## config.mk

```make
export PLATFORM = sky130hd
export DESIGN_NAME = silife_max7219_rx
export DESIGN_NICKNAME = d
export VERILOG_FILES = /design/src/rtl/silife_max7219_rx.sv
export SDC_FILE = /design/constraint.sdc
export NUM_CORES = 1
export LEC_CHECK = 0
export CAP_MARGIN = 10
export CORE_UTILIZATION = 35
export DETAILED_ROUTE_END_ITERATION = 16
export DONT_BUFFER_PORTS = 1
export SKIP_CTS_REPAIR_TIMING = 1
export SLEW_MARGIN = 20
export SYNTH_ARGS = -nofsm -noshare
export SYNTH_HDL_FRONTEND = slang
export SYNTH_SLANG_ARGS = --single-unit
```

## constraint.sdc

```tcl
create_clock -name clk -period 3.7 [get_ports clk]
set_clock_uncertainty 0.05 [all_clocks]
set_input_delay 0 -clock clk [delete_from_list [all_inputs] [get_ports clk]]
set_output_delay 0 -clock clk [all_outputs]
set_load 0.03 [all_outputs]
```

## src/rtl/silife_max7219_rx.sv

```systemverilog
// silife_max7219_rx: MAX7219-compatible SPI receiver with its own register file.
// Latency: a frame commits 1 cycle after CS rise is detected; register outputs follow 1 cycle later, and o_row_data 1 more.
// Backpressure: none. SPI is sampled free-running; SCK half-period and CS setup/hold must be >= 3 clk cycles.
// Ports: clk/reset (sync, active-high); spi_cs/spi_sck/spi_mosi async serial in, spi_dout daisy-chain out;
//        i_row_select/o_row_data digit readout; o_decode_mode..o_display_test register file;
//        o_frame_valid/o_frame_addr/o_frame_data/o_frame_err commit reporting.
module silife_max7219_rx #(
    parameter int SYNC_STAGES = 2
) (
    input  logic       clk,
    input  logic       reset,
    input  logic       spi_cs,
    input  logic       spi_sck,
    input  logic       spi_mosi,
    output logic       spi_dout,
    input  logic [2:0] i_row_select,
    output logic [7:0] o_row_data,
    output logic [7:0] o_decode_mode,
    output logic [3:0] o_intensity,
    output logic [2:0] o_scan_limit,
    output logic       o_shutdown,
    output logic       o_display_test,
    output logic       o_frame_valid,
    output logic [3:0] o_frame_addr,
    output logic [7:0] o_frame_data,
    output logic       o_frame_err
);

    typedef enum logic [1:0] {IDLE, SHIFT, COMMIT} state_t;

    // Synchronizers and delayed copies carry no reset: the delayed copy keeps
    // tracking the pins during reset, so a CS already low at release does not
    // look like a falling edge.
    logic [SYNC_STAGES-1:0] cs_sync_q, sck_sync_q, mosi_sync_q;
    logic                   cs_dly_q, sck_dly_q;

    always_ff @(posedge clk) begin
        cs_sync_q   <= {cs_sync_q[SYNC_STAGES-2:0], spi_cs};
        sck_sync_q  <= {sck_sync_q[SYNC_STAGES-2:0], spi_sck};
        mosi_sync_q <= {mosi_sync_q[SYNC_STAGES-2:0], spi_mosi};
        cs_dly_q    <= cs_sync_q[SYNC_STAGES-1];
        sck_dly_q   <= sck_sync_q[SYNC_STAGES-1];
    end

    logic cs_s, sck_s, mosi_s;
    logic cs_fall, cs_rise, sck_rise, sck_fall;
    assign cs_s     = cs_sync_q[SYNC_STAGES-1];
    assign sck_s    = sck_sync_q[SYNC_STAGES-1];
    assign mosi_s   = mosi_sync_q[SYNC_STAGES-1];
    assign cs_fall  = cs_dly_q & ~cs_s;
    assign cs_rise  = ~cs_dly_q & cs_s;
    assign sck_rise = ~sck_dly_q & sck_s;
    assign sck_fall = sck_dly_q & ~sck_s;

    state_t      state_q, state_d;
    logic [15:0] shift_q;
    logic [4:0]  cnt_q;
    logic        full_frame;
    assign full_frame = (cnt_q >= 5'd16);

    // FSM: state register
    always_ff @(posedge clk) begin
        if (reset) state_q <= IDLE;
        else       state_q <= state_d;
    end

    // FSM: next state
    always_comb begin
        state_d = state_q;
        case (state_q)
            IDLE:    if (cs_fall) state_d = SHIFT;
            SHIFT:   if (cs_rise) state_d = full_frame ? COMMIT : IDLE;
            COMMIT:  state_d = IDLE;
            default: state_d = IDLE;
        endcase
    end

    // FSM: outputs
    logic clear_en, shift_en, dout_en, load_frame, commit_en, err_set;
    always_comb begin
        clear_en   = 1'b0;
        shift_en   = 1'b0;
        dout_en    = 1'b0;
        load_frame = 1'b0;
        commit_en  = 1'b0;
        err_set    = 1'b0;
        case (state_q)
            IDLE:   clear_en = cs_fall;
            SHIFT: begin
                // A CS rise in the same cycle as an SCK rise wins; that bit is dropped.
                shift_en   = sck_rise & ~cs_rise;
                dout_en    = sck_fall;
                load_frame = cs_rise & full_frame;
                err_set    = cs_rise & ~full_frame;
            end
            COMMIT: commit_en = 1'b1;
            default: ;
        endcase
    end

    // Shift register, bit counter, daisy-chain output
    always_ff @(posedge clk) begin
        if (reset || clear_en) begin
            shift_q <= '0;
            cnt_q   <= '0;
        end else if (shift_en) begin
            shift_q <= {shift_q[14:0], mosi_s};
            if (cnt_q != 5'd31) cnt_q <= cnt_q + 5'd1;
        end
        if (reset)        spi_dout <= 1'b0;
        else if (dout_en) spi_dout <= shift_q[15];
    end

    // Frame capture: the last 16 bits shifted are the frame
    logic       err_q;
    logic [2:0] digit_idx;
    assign digit_idx = o_frame_addr[2:0] - 3'd1;   // addr 8 wraps to index 7

    logic [7:0] digit_q [8];

    always_ff @(posedge clk) begin
        if (reset) begin
            err_q          <= 1'b0;
            o_frame_addr   <= '0;
            o_frame_data   <= '0;
            o_decode_mode  <= '0;
            o_intensity    <= '0;
            o_scan_limit   <= '0;
            o_shutdown     <= 1'b1;
            o_display_test <= 1'b0;
            o_row_data     <= '0;
            for (int i = 0; i < 8; i++) digit_q[i] <= '0;
        end else begin
            err_q      <= err_set;
            o_row_data <= digit_q[i_row_select];
            if (load_frame) begin
                o_frame_addr <= shift_q[11:8];
                o_frame_data <= shift_q[7:0];
            end
            if (commit_en) begin
                if (o_frame_addr >= 4'h1 && o_frame_addr <= 4'h8)
                    digit_q[digit_idx] <= o_frame_data;
                case (o_frame_addr)
                    4'h9:    o_decode_mode  <= o_frame_data;
                    4'hA:    o_intensity    <= o_frame_data[3:0];
                    4'hB:    o_scan_limit   <= o_frame_data[2:0];
                    4'hC:    o_shutdown     <= ~o_frame_data[0];
                    4'hF:    o_display_test <= o_frame_data[0];
                    default: ;
                endcase
            end
        end
    end

    assign o_frame_valid = commit_en;
    assign o_frame_err   = err_q;

endmodule

```

==> reports/metrics.yaml <==
hold_path:
  hp-start: "i_row_select[0]"
  worstHoldPathType: "input pin to flip-flop"
layout:
  multiInputGateArea_um2: 1912
  n_antenna_cell: 0
  layout_commonest_cell: "nor2_1"
  syn2layout_area_growth_pct: 14.33
  n_fill_cell: 1421
  regArea_um2: 3323
  final_nets: 493
  final_layout_size_suffix_gt1_frac: 0.1061
  final_cells: 678
  final_cell_mix: "nor2_1, nand2_1, dfxtp_1"
drt:
  vias_per_cell: 5.086
  num_vias: 3448
  totalWireLength_um: 12330
  drc: 0
  drt_iter0_markers: 294
  wl_per_cell_um: 18.19
  drt-pass1-iter-count: 5
  detail-route-antenna-nets: 0
cts:
  cts_buffers: 17
  htree_levels: 4
  numClockSinks: 134
  clock_path_buffers: 2
  cts-root-buf: "clkbuf_16"
  cts_tree: "done"
  clk_pin_slew_ps: 60
  clk_latency_ps: 410
floorplan:
  die_area_um2: 15920
  rows: 45
  core_um2: 15150
  die_h_um: 126.2
  die_w_um: 126.2
  start_util: 0.3563
  io_pins: 48
global_route:
  grt_pass1_vias: 3271
  grt_antenna_before_repair: 0
  grt_pass1_wl_um: 18750
  grtUsageTotal: 0.1622
  grt_max_degree: 55
  grt-ovfl-total: 0
run_status:
  violations: "hold timing"
  status: "finished, violations left"
sta:
  tns_ps: 0
  worst_hold_slack_ps: -7.079
  worstMarginPinSlew_ps: 866.4
  fin_crit_ps: 3092
  timing.fmax_mhz: 323.5
  fin_crit_sh: 0.8356
  setup_viol: 0
  hold_viol: 1
  final_max_slew_viol_count: 0
  slew_headroom: 0.4193
  rsz0062_at_grt: "false"
job:
  maxCapViolCount: 0
setup_path:
  startpoint: "o_frame_addr[0]"
  crit_path_max_fanout: 18
  start_kind: "flip-flop"
  critPathMaxStageDelay_ps: 700
  cp_slowest_cell: "o21bai_1"
  critPathRequiredTime_ps: 3690
  r2r-start: "o_frame_addr[0]"
  cp.arrival_ps: 3080
  crit_path_end_kind: "flip-flop"
  crit_chain: "inv_1 -> ha_1 -> xor2_1 -> o22ai_1 -> nand2_1 -> o21bai_1"
  crit_type: "flip-flop to flip-flop"
synthesis:
  synthDistinctLibCells: 38
  ys_seq_elements: 134
  syn_avg_cell_area_um2: 11.41
  yosysSeqAreaShare: 0.6158
  yosysWarnings: 0
  synth_edf_count: 64
  syn_inst: 473
  synth-async-reset-ratio: 0
  ys.flop_type: "dfxtp_1"
  synth_area_um2: 5396
  syn_nets: 489
power:
  powerDensity_nw_per_um2: 524.2
  power.leakage_nw: 2.172
  p_sw_uw: 688.6
  power_frac_comb: 0.031
  totalPowerFinal_mw: 3.234
  vdd_drop_max_uv: 315.7
  sequentialPowerShare: 0.500
  p_int_mw: 2.546
  pwr-share-clk: 0.469
  sw_frac_of_total: 0.2129
place:
  dp_cells: 634
  gp_congestion: 0.8138
  post-dp-hpwl_um: 8457
  port_buffers: 0
-- state kept, by name (all words and copies together), names as in the netlist, 3 cells and up --
name	count
digit_q	64
shift_q	16
o_decode_mode	8
o_frame_data	8
o_row_data	8
cnt_q	5
o_frame_addr	4
o_intensity	4
o_scan_limit	3
-- path summary, 6_finish.rpt --
kind                                  endpoint  slack (ps)  cells after the start
worst min register to register  mosi_sync_q[1]         280                      0
worst min-delay path             o_row_data[5]          -7                      3
worst max-delay path             digit_q[1][2]         610                      6
worst max register to register   digit_q[1][2]         610                      6
-- cell families after synthesis --
| kind of cell | count (synthesis) | share of synthesized area |
|---|---|---|
| flops | 134 | 0.6158 |
| xor+xnor | 3 | 0.004870 |
| compound gates | 46 | 0.04823 |
| simple gates | 210 | 0.1732 |
| mux | 39 | 0.1094 |
| fa+ha+maj | 8 | 0.01855 |
| buf+inv | 33 | 0.02991 |
-- layout make-up --
type                       count  share of cell area
sequential                   134              0.5386
multi-input combinational    306              0.3099
clock buffer                  21             0.07645
tap                          188             0.03813
timing repair buffer          13             0.02231
clock inverter                11             0.01156
inverter                       5            0.003042
-- synth_stat cells (2+ instances only) --
| cell | n | area [um^2] |
|---|---|---|
| and4bb_1 | 2 | 25.02 |
| mux2i_1 | 23 | 230.2 |
| and3_1 | 2 | 12.51 |
| and4b_1 | 2 | 20.02 |
| nand2_1 | 71 | 266.5 |
| inv_1 | 5 | 18.77 |
| edfxtp_1 | 64 | 1922 |
| nor2b_1 | 2 | 12.51 |
| xor2_1 | 2 | 17.52 |
| nor3_2 | 2 | 20.02 |
| o21bai_1 | 9 | 67.56 |
| or3_1 | 3 | 18.77 |
| buf_2 | 12 | 60.06 |
| nand3_1 | 18 | 90.09 |
| ha_1 | 8 | 100.1 |
| or2_1 | 2 | 12.51 |
| buf_4 | 4 | 30.03 |
| buf_1 | 2 | 7.510 |
| a21oi_1 | 33 | 165.2 |
| nor2_1 | 90 | 337.8 |
| mux4_2 | 16 | 360.4 |
| clkbuf_1 | 9 | 33.78 |
| nor3b_1 | 2 | 15.01 |
| nand2b_1 | 6 | 37.54 |
| dfxtp_1 | 70 | 1401 |
| nor4b_1 | 2 | 17.52 |
-- metrics by stage --
step                      hold WS (ps)  area (um^2)    util  setup slack, ps
after floorplan                 -22.28         5396       -             1203
after global placement          -22.23         5497  0.3629            771.9
after detailed placement        -22.23         5497  0.3629            637.7
after CTS                       -462.9         6040  0.3988            630.7
after global routing             37.27         6170  0.4074            324.7
final                           -7.079         6170  0.4074            608.4
-- worst max-delay path, delay by kind of cell, from the launching register on --
| kind | cells | cell delay, ps |
|---|---|---|
| xor+xnor | 1 | 160 |
| simple gates | 1 | 370 |
| compound gates | 2 | 950 |
| fa+ha+maj | 1 | 310 |
| buf+inv | 1 | 220 |
| flops | 1 | 660 |
-- layer usage --
| layer | global-route usage | wire length, um |
|---|---|---|
| met2 | 0.2441 | 5949 |
| met3 | 0.06117 | 902 |
| met5 | 0 | 0 |
| met1 | 0.2134 | 5384 |
| met4 | 0.05741 | 94 |
-- power by group through the flow --
stage | logic, mW | clock network [mW] | registers (mW)
floorplan | 0.0777 | 0 | 1.64
global placement | 0.0700 | 0 | 1.65
detailed placement | 0.0723 | 0 | 1.65
CTS | 0.0724 | 1.55 | 1.62
global route | 0.109 | 1.62 | 1.62
finish | 0.0991 | 1.52 | 1.62
(Power assumes the default switching activity.)
